==> src/rtl/decode_dispatch_queue.sv <==
// -----------------------------------------------------------------------------
// decode_dispatch_queue
//
// In-order bundle queue between decode and rename/dispatch. It holds up to
// DEPTH decoded instruction bundles so that dispatch back-pressure never drops
// a decoded instruction. A synchronous flush empties the queue in one cycle
// for branch-mispredict recovery.
//
// Optional feature macro: DISPATCH_BYPASS_EN
//   When defined, a bundle arriving at an empty queue is presented to dispatch
//   in the same cycle. If dispatch takes it, the bundle is never stored.
//   When undefined, a bundle is visible one cycle after it is accepted, and
//   there is no combinational path from the inputs to the outputs.
//
// Ports
//   clk, rstn            clock, asynchronous active-low reset
//   flush                discard all stored bundles on the next edge
//   in_valid / in_ready  upstream handshake (in_ready depends on count only)
//   *_in                 decoded bundle fields (72 bits in total)
//   out_valid / out_ready  dispatch handshake
//   *_out                head bundle fields, all zero when out_valid=0
//   count                occupancy, 0..DEPTH
// -----------------------------------------------------------------------------
module decode_dispatch_queue #(
  parameter int DEPTH = 4,
  parameter int CNT_W = $clog2(DEPTH) + 1
) (
  input  logic             clk,
  input  logic             rstn,
  input  logic             flush,
  input  logic             in_valid,
  output logic             in_ready,
  input  logic [6:0]       opcode_in,
  input  logic [2:0]       funct3_in,
  input  logic [6:0]       funct7_in,
  input  logic [4:0]       srcReg1_in,
  input  logic [4:0]       srcReg2_in,
  input  logic [4:0]       destReg_in,
  input  logic [31:0]      imm_in,
  input  logic [1:0]       lwSw_in,
  input  logic             regWrite_in,
  input  logic             memRead_in,
  input  logic             memWrite_in,
  input  logic             memToReg_in,
  input  logic             hasImm_in,
  input  logic             storeSize_in,
  output logic             out_valid,
  input  logic             out_ready,
  output logic [6:0]       opcode_out,
  output logic [2:0]       funct3_out,
  output logic [6:0]       funct7_out,
  output logic [4:0]       srcReg1_out,
  output logic [4:0]       srcReg2_out,
  output logic [4:0]       destReg_out,
  output logic [31:0]      imm_out,
  output logic [1:0]       lwSw_out,
  output logic             regWrite_out,
  output logic             memRead_out,
  output logic             memWrite_out,
  output logic             memToReg_out,
  output logic             hasImm_out,
  output logic             storeSize_out,
  output logic [CNT_W-1:0] count
);

  localparam int PTR_W = $clog2(DEPTH);

  typedef struct packed {
    logic [6:0]  opcode;
    logic [2:0]  funct3;
    logic [6:0]  funct7;
    logic [4:0]  src1;
    logic [4:0]  src2;
    logic [4:0]  dest;
    logic [31:0] imm;
    logic [1:0]  lwsw;
    logic        reg_write;
    logic        mem_read;
    logic        mem_write;
    logic        mem_to_reg;
    logic        has_imm;
    logic        store_size;
  } bundle_t;

  bundle_t          r_mem [DEPTH];
  logic [PTR_W-1:0] r_rd_ptr;
  logic [PTR_W-1:0] r_wr_ptr;
  logic [CNT_W-1:0] r_count;

  bundle_t w_in_bundle;
  bundle_t w_head;
  bundle_t w_out;
  logic    w_full;
  logic    w_empty;
  logic    w_bypass;
  logic    w_push;
  logic    w_pop;

  // Incoming bundle, with regWrite cleared for writes to x0 so dispatch never
  // sees a register write that has no architectural effect.
  // NOTE: every always_comb output gets a value on every path (here a single
  // full assignment), otherwise synthesis infers a latch.
  always_comb begin
    w_in_bundle = '{
      opcode:     opcode_in,
      funct3:     funct3_in,
      funct7:     funct7_in,
      src1:       srcReg1_in,
      src2:       srcReg2_in,
      dest:       destReg_in,
      imm:        imm_in,
      lwsw:       lwSw_in,
      reg_write:  regWrite_in & (destReg_in != 5'd0),
      mem_read:   memRead_in,
      mem_write:  memWrite_in,
      mem_to_reg: memToReg_in,
      has_imm:    hasImm_in,
      store_size: storeSize_in
    };
  end

  assign w_full  = (r_count == CNT_W'(DEPTH));
  assign w_empty = (r_count == '0);

  // in_ready looks at the registered count only: a pop in this cycle does not
  // open a slot until the next cycle, which keeps out_ready off the upstream
  // timing path.
  assign in_ready = ~w_full;

`ifdef DISPATCH_BYPASS_EN
  assign w_bypass = w_empty & in_valid & ~flush;
`else
  assign w_bypass = 1'b0;
`endif

  assign out_valid = ~w_empty | w_bypass;

  // A bypassed bundle taken by dispatch this cycle is not stored.
  assign w_push = in_valid & ~w_full & ~flush & ~(w_bypass & out_ready);
  assign w_pop  = ~w_empty & out_ready & ~flush;

  always_comb begin
    w_head = w_bypass ? w_in_bundle : r_mem[r_rd_ptr];
    w_out  = out_valid ? w_head : '0;
  end

  assign opcode_out    = w_out.opcode;
  assign funct3_out    = w_out.funct3;
  assign funct7_out    = w_out.funct7;
  assign srcReg1_out   = w_out.src1;
  assign srcReg2_out   = w_out.src2;
  assign destReg_out   = w_out.dest;
  assign imm_out       = w_out.imm;
  assign lwSw_out      = w_out.lwsw;
  assign regWrite_out  = w_out.reg_write;
  assign memRead_out   = w_out.mem_read;
  assign memWrite_out  = w_out.mem_write;
  assign memToReg_out  = w_out.mem_to_reg;
  assign hasImm_out    = w_out.has_imm;
  assign storeSize_out = w_out.store_size;
  assign count         = r_count;

  // NOTE: state registers use non-blocking assignments so every flop samples
  // the pre-edge values regardless of process evaluation order.
  always_ff @(posedge clk or negedge rstn) begin
    if (!rstn) begin
      r_rd_ptr <= '0;
      r_wr_ptr <= '0;
      r_count  <= '0;
    end else if (flush) begin
      r_rd_ptr <= '0;
      r_wr_ptr <= '0;
      r_count  <= '0;
    end else begin
      if (w_push) r_wr_ptr <= r_wr_ptr + PTR_W'(1);
      if (w_pop)  r_rd_ptr <= r_rd_ptr + PTR_W'(1);
      case ({w_push, w_pop})
        2'b10:   r_count <= r_count + CNT_W'(1);
        2'b01:   r_count <= r_count - CNT_W'(1);
        default: r_count <= r_count;
      endcase
    end
  end

  // NOTE: the bundle array has no reset; entries are only observable after
  // being written, because out_valid and the output zeroing are count-driven.
  always_ff @(posedge clk) begin
    if (w_push) r_mem[r_wr_ptr] <= w_in_bundle;
  end

endmodule

==> config.mk <==
export PLATFORM = sky130hd
export DESIGN_NAME = decode_dispatch_queue
export DESIGN_NICKNAME = d
export VERILOG_FILES = /design/src/rtl/decode_dispatch_queue.sv
export SDC_FILE = /design/constraint.sdc
export NUM_CORES = 1
export LEC_CHECK = 0
export ABC_AREA = 1
export ABC_CLOCK_PERIOD_IN_PS = 5450
export CORE_ASPECT_RATIO = 0.9
export CORE_MARGIN = 10
export CORE_UTILIZATION = 35
export DETAILED_ROUTE_END_ITERATION = 8
export GPL_TIMING_DRIVEN = 1
export SETUP_SLACK_MARGIN = 0.02
export SLEW_MARGIN = 30
export SYNTH_ARGS = -nofsm -noshare
export SYNTH_HDL_FRONTEND = slang
export SYNTH_SLANG_ARGS = --single-unit
export TNS_END_PERCENT = 5
==> constraint.sdc <==
create_clock -name clk -period 5.45 [get_ports clk]
set_input_delay 0.545 -clock clk [delete_from_list [all_inputs] [get_ports clk]]
set_output_delay 0.545 -clock clk [all_outputs]
set_load 0.01 [all_outputs]
==> metrics.txt <==
netlist area before placement=11600 sq um; first-pass GRT wire length=42.2 mm; Max-slew headroom=43.4%; required time at the worst-slack endpoint=4910 ps; detailed placer's ending HPWL=16.1 mm; standard cell core area=32900 sq um; Routed Wire Length=27.2 mm; Power Total=6.81 mW; die boundary height=193 um; cts bufs inserted=31; count of input and output buffers=153; post-route fraction of the period consumed by the critical path=75.8%; horizontal die dimension=212 um; fin. max-slew vios=0; R2R setup slack=2730 ps; Clk Tree Root Cell=sky130_fd_sc_hd__clkbuf_16; reg-to-reg startpoint=count[0]; Total GRT Usage=13.1%; H-tree depth reported by CTS=1; antenna violations before repair=0; number of global-route vias before repair=7328; layout cell share with drive strength beyond 1=6.72%; Slew @ Worst Pin=849 ps; sequential fraction of design power=40.1%; Clock Pin Slew Worst Setup and Hold Paths=60 ps; aggregate global routing overflow=0; wire length per cell=18.0 um; Hold Violations, Final=0; summed negative setup slack over all endpoints=0 ps; cells resized by post-CTS repair=0; fraction of the yosys area taken by sequential cells=76.0%; placer's final routability congestion estimate=0.737; final cell count without fillers=1509; count of maximum capacitance violations=0; Critical R2R Capture=r_mem[1][52]; Post-Route Skew=27.7 ps; via count=7244; Leak Pwr=4.84 nW; Register-to-Register Path Depth=8; share of power burned in combinational logic=30.9%; result of the run=finished, final reports clean; Post-Synthesis Mean Instance Area=12.7 sq um; Bufs on Longest Clock Path=3; Crit. Startpoint=r_rd_ptr[0]; initial core utilization=35.3%; synthesis-stage register bit count=295; portion of total power attributed to the clock network=29.0%; number of failing setup endpoints in the final timing report=0; Netlist cell types=24; hold_ws=284 ps; startpoint class of the critical path=flip-flop; count of inserted antenna diode cells=0; path type of the worst min-delay path=in2async; Area contributors post-synth=sky130_fd_sc_hd__edfxtp_1 (74%), sky130_fd_sc_hd__nor2_1 (9.5%), sky130_fd_sc_hd__o21ai_0 (4.0%); maximum ir drop on the vdd rail=0.000274 V; pin count of the biggest net entering global routing=103; switching power total=2.12 mW; number of placement rows=63; classification of the worst setup path=reg2out; # Post-CTS Setup Buffers=0; Total Die Area=40900 sq um; # IOs=154; synthesized netlist net count=997; hold bufs inserted after CTS=0; drt via density=4.80; post-route minimum period=4130 ps; share of the synthesized area in the top cell type=74.4%; arrival time worst endpoint=3590 ps; gate count after technology mapping=915; Pwr Density=470 nW/um^2; destination of the critical timing path=memToReg_out; Final #Nets=1145; DRC marker count from the first detailed-route iteration=452; number of DRC violations after detailed routing=0; Antenna Violating Nets Remaining=0; endpoint class of the critical path=output port; clock latency of the later-clocked register in the worst-skew pair=560 ps; area delta synth->final=24.7%; switching part of the total power=31.2%; Int Pwr=4.68 mW; Yosys top cell by area=sky130_fd_sc_hd__edfxtp_1; dpl cells=1452; clock tree from TritonCTS=done; CP max FO=75; RSZ-0062 raised after global routing=false; clock tree sinks=295; Initial DRT Pass Iterations=4; yosys synthesis warning count=0; achievable frequency=242 MHz
==> worst min-delay path by stage <==
stage | from | endpoint | slack (ps) | cells after the start
2_1_floorplan | rstn | count[0] | 250 | 0
3_3_place_gp | count[1] | count[1] | 540 | 2
3_5_place_dp | count[1] | count[1] | 550 | 2
4_1_cts | rstn | count[1] | 280 | 1
5_1_grt | rstn | count[1] | 300 | 1
6_report | rstn | count[1] | 280 | 1
==> worst max-delay path, stage by stage (launching register included) <==
cell and delay [ps]:
sky130_fd_sc_hd__dfrtp_4 950, sky130_fd_sc_hd__buf_4 760, sky130_fd_sc_hd__nor2_1 110, sky130_fd_sc_hd__nor2_1 110, sky130_fd_sc_hd__o21ai_0 100, sky130_fd_sc_hd__a21oi_1 320, sky130_fd_sc_hd__clkdlybuf4s50_1 610
==> cell type report <==
| cell class | instances | area [sq um] |
|---|---|---|
| Tap cell | 422 | 528 |
| Timing Repair Buffer | 169 | 1650 |
| Inverter | 15 | 61.3 |
| Multi-Input combinational cell | 551 | 2460 |
| Fill cell | 2981 | 18400 |
| Clock buffer | 38 | 802 |
| Clock inverter | 19 | 160 |
| Sequential cell | 295 | 8830 |
==> synthesized netlist by cell type <==
cell type / count
sky130_fd_sc_hd__xnor2_1: 1
sky130_fd_sc_hd__ha_1: 4
sky130_fd_sc_hd__o41ai_1: 1
sky130_fd_sc_hd__inv_1: 11
sky130_fd_sc_hd__nand3_1: 2
sky130_fd_sc_hd__a21oi_1: 75
sky130_fd_sc_hd__nand2_1: 21
sky130_fd_sc_hd__nand2_2: 1
sky130_fd_sc_hd__o21ai_1: 56
sky130_fd_sc_hd__buf_4: 9
sky130_fd_sc_hd__buf_6: 7
sky130_fd_sc_hd__dfrtp_1: 7
sky130_fd_sc_hd__clkbuf_1: 16
sky130_fd_sc_hd__or2_2: 1
sky130_fd_sc_hd__o21ai_0: 92
sky130_fd_sc_hd__buf_1: 1
sky130_fd_sc_hd__fa_1: 1
sky130_fd_sc_hd__buf_2: 17
sky130_fd_sc_hd__nor2_1: 294
sky130_fd_sc_hd__edfxtp_1: 288
sky130_fd_sc_hd__clkbuf_2: 4
sky130_fd_sc_hd__a21boi_1: 1
sky130_fd_sc_hd__nor2_2: 1
sky130_fd_sc_hd__inv_2: 4
==> logic make-up after synthesis <==
| group | after synthesis | synth area share (%) |
|---|---|---|
| simple gates | 320 | 10.4 |
| flops | 295 | 76.0 |
| compound gates | 225 | 9.75 |
| buf+inv | 69 | 3.20 |
| fa+ha+maj | 5 | 0.603 |
| xor+xnor | 1 | 0.0754 |
==> state kept, by name (all words and copies together) (netlist names) <==
signal	count
count	3
r_mem	288
r_wr_ptr	2
r_rd_ptr	2
==> power groups by stage <==
stage / sequential, mW / combinational [mW] / clock, mW
2_1_floorplan: 2.73 / 1.11 / 0
3_3_place_gp: 2.78 / 2.14 / 0
3_5_place_dp: 2.78 / 2.14 / 0
4_1_cts: 2.73 / 2.16 / 2.03
5_1_grt: 2.75 / 2.33 / 2.12
6_report: 2.73 / 2.10 / 1.98
==> cell usage in the layout, fill, tap and decap left out, types with 5 or more instances in the layout <==
| master | n |
|---|---|
| sky130_fd_sc_hd__nor2_1 | 290 |
| sky130_fd_sc_hd__edfxtp_1 | 288 |
| sky130_fd_sc_hd__clkdlybuf4s50_1 | 153 |
| sky130_fd_sc_hd__o21ai_0 | 92 |
| sky130_fd_sc_hd__a21oi_1 | 75 |
| sky130_fd_sc_hd__o21ai_1 | 56 |
| sky130_fd_sc_hd__clkbuf_16 | 31 |
| sky130_fd_sc_hd__nand2_1 | 21 |
| sky130_fd_sc_hd__buf_4 | 16 |
| sky130_fd_sc_hd__inv_1 | 11 |
| sky130_fd_sc_hd__clkinv_1 | 7 |
| sky130_fd_sc_hd__clkbuf_1 | 7 |
| sky130_fd_sc_hd__clkinv_2 | 5 |
| sky130_fd_sc_hd__dfrtp_1 | 5 |
==> routing by layer <==
| layer | wire, um | track usage (%) |
|---|---|---|
| met3 | 1470 | 2.60 |
| met1 | 12300 | 17.1 |
| met2 | 12800 | 21.8 |
| met5 | 0 | 0 |
| met4 | 597 | 3.54 |
==> through the flow <==
step	worst slack [ps]	utilization [%]	area [sq um]
floorplan	950	-	11600
global placement	1910	41.1	13500
detailed placement	1880	41.2	13500
CTS	1280	44.1	14500
global route	1040	44.1	14500
finish	1320	44.1	14500
No activity file was read; power rests on OpenSTA's default activity.
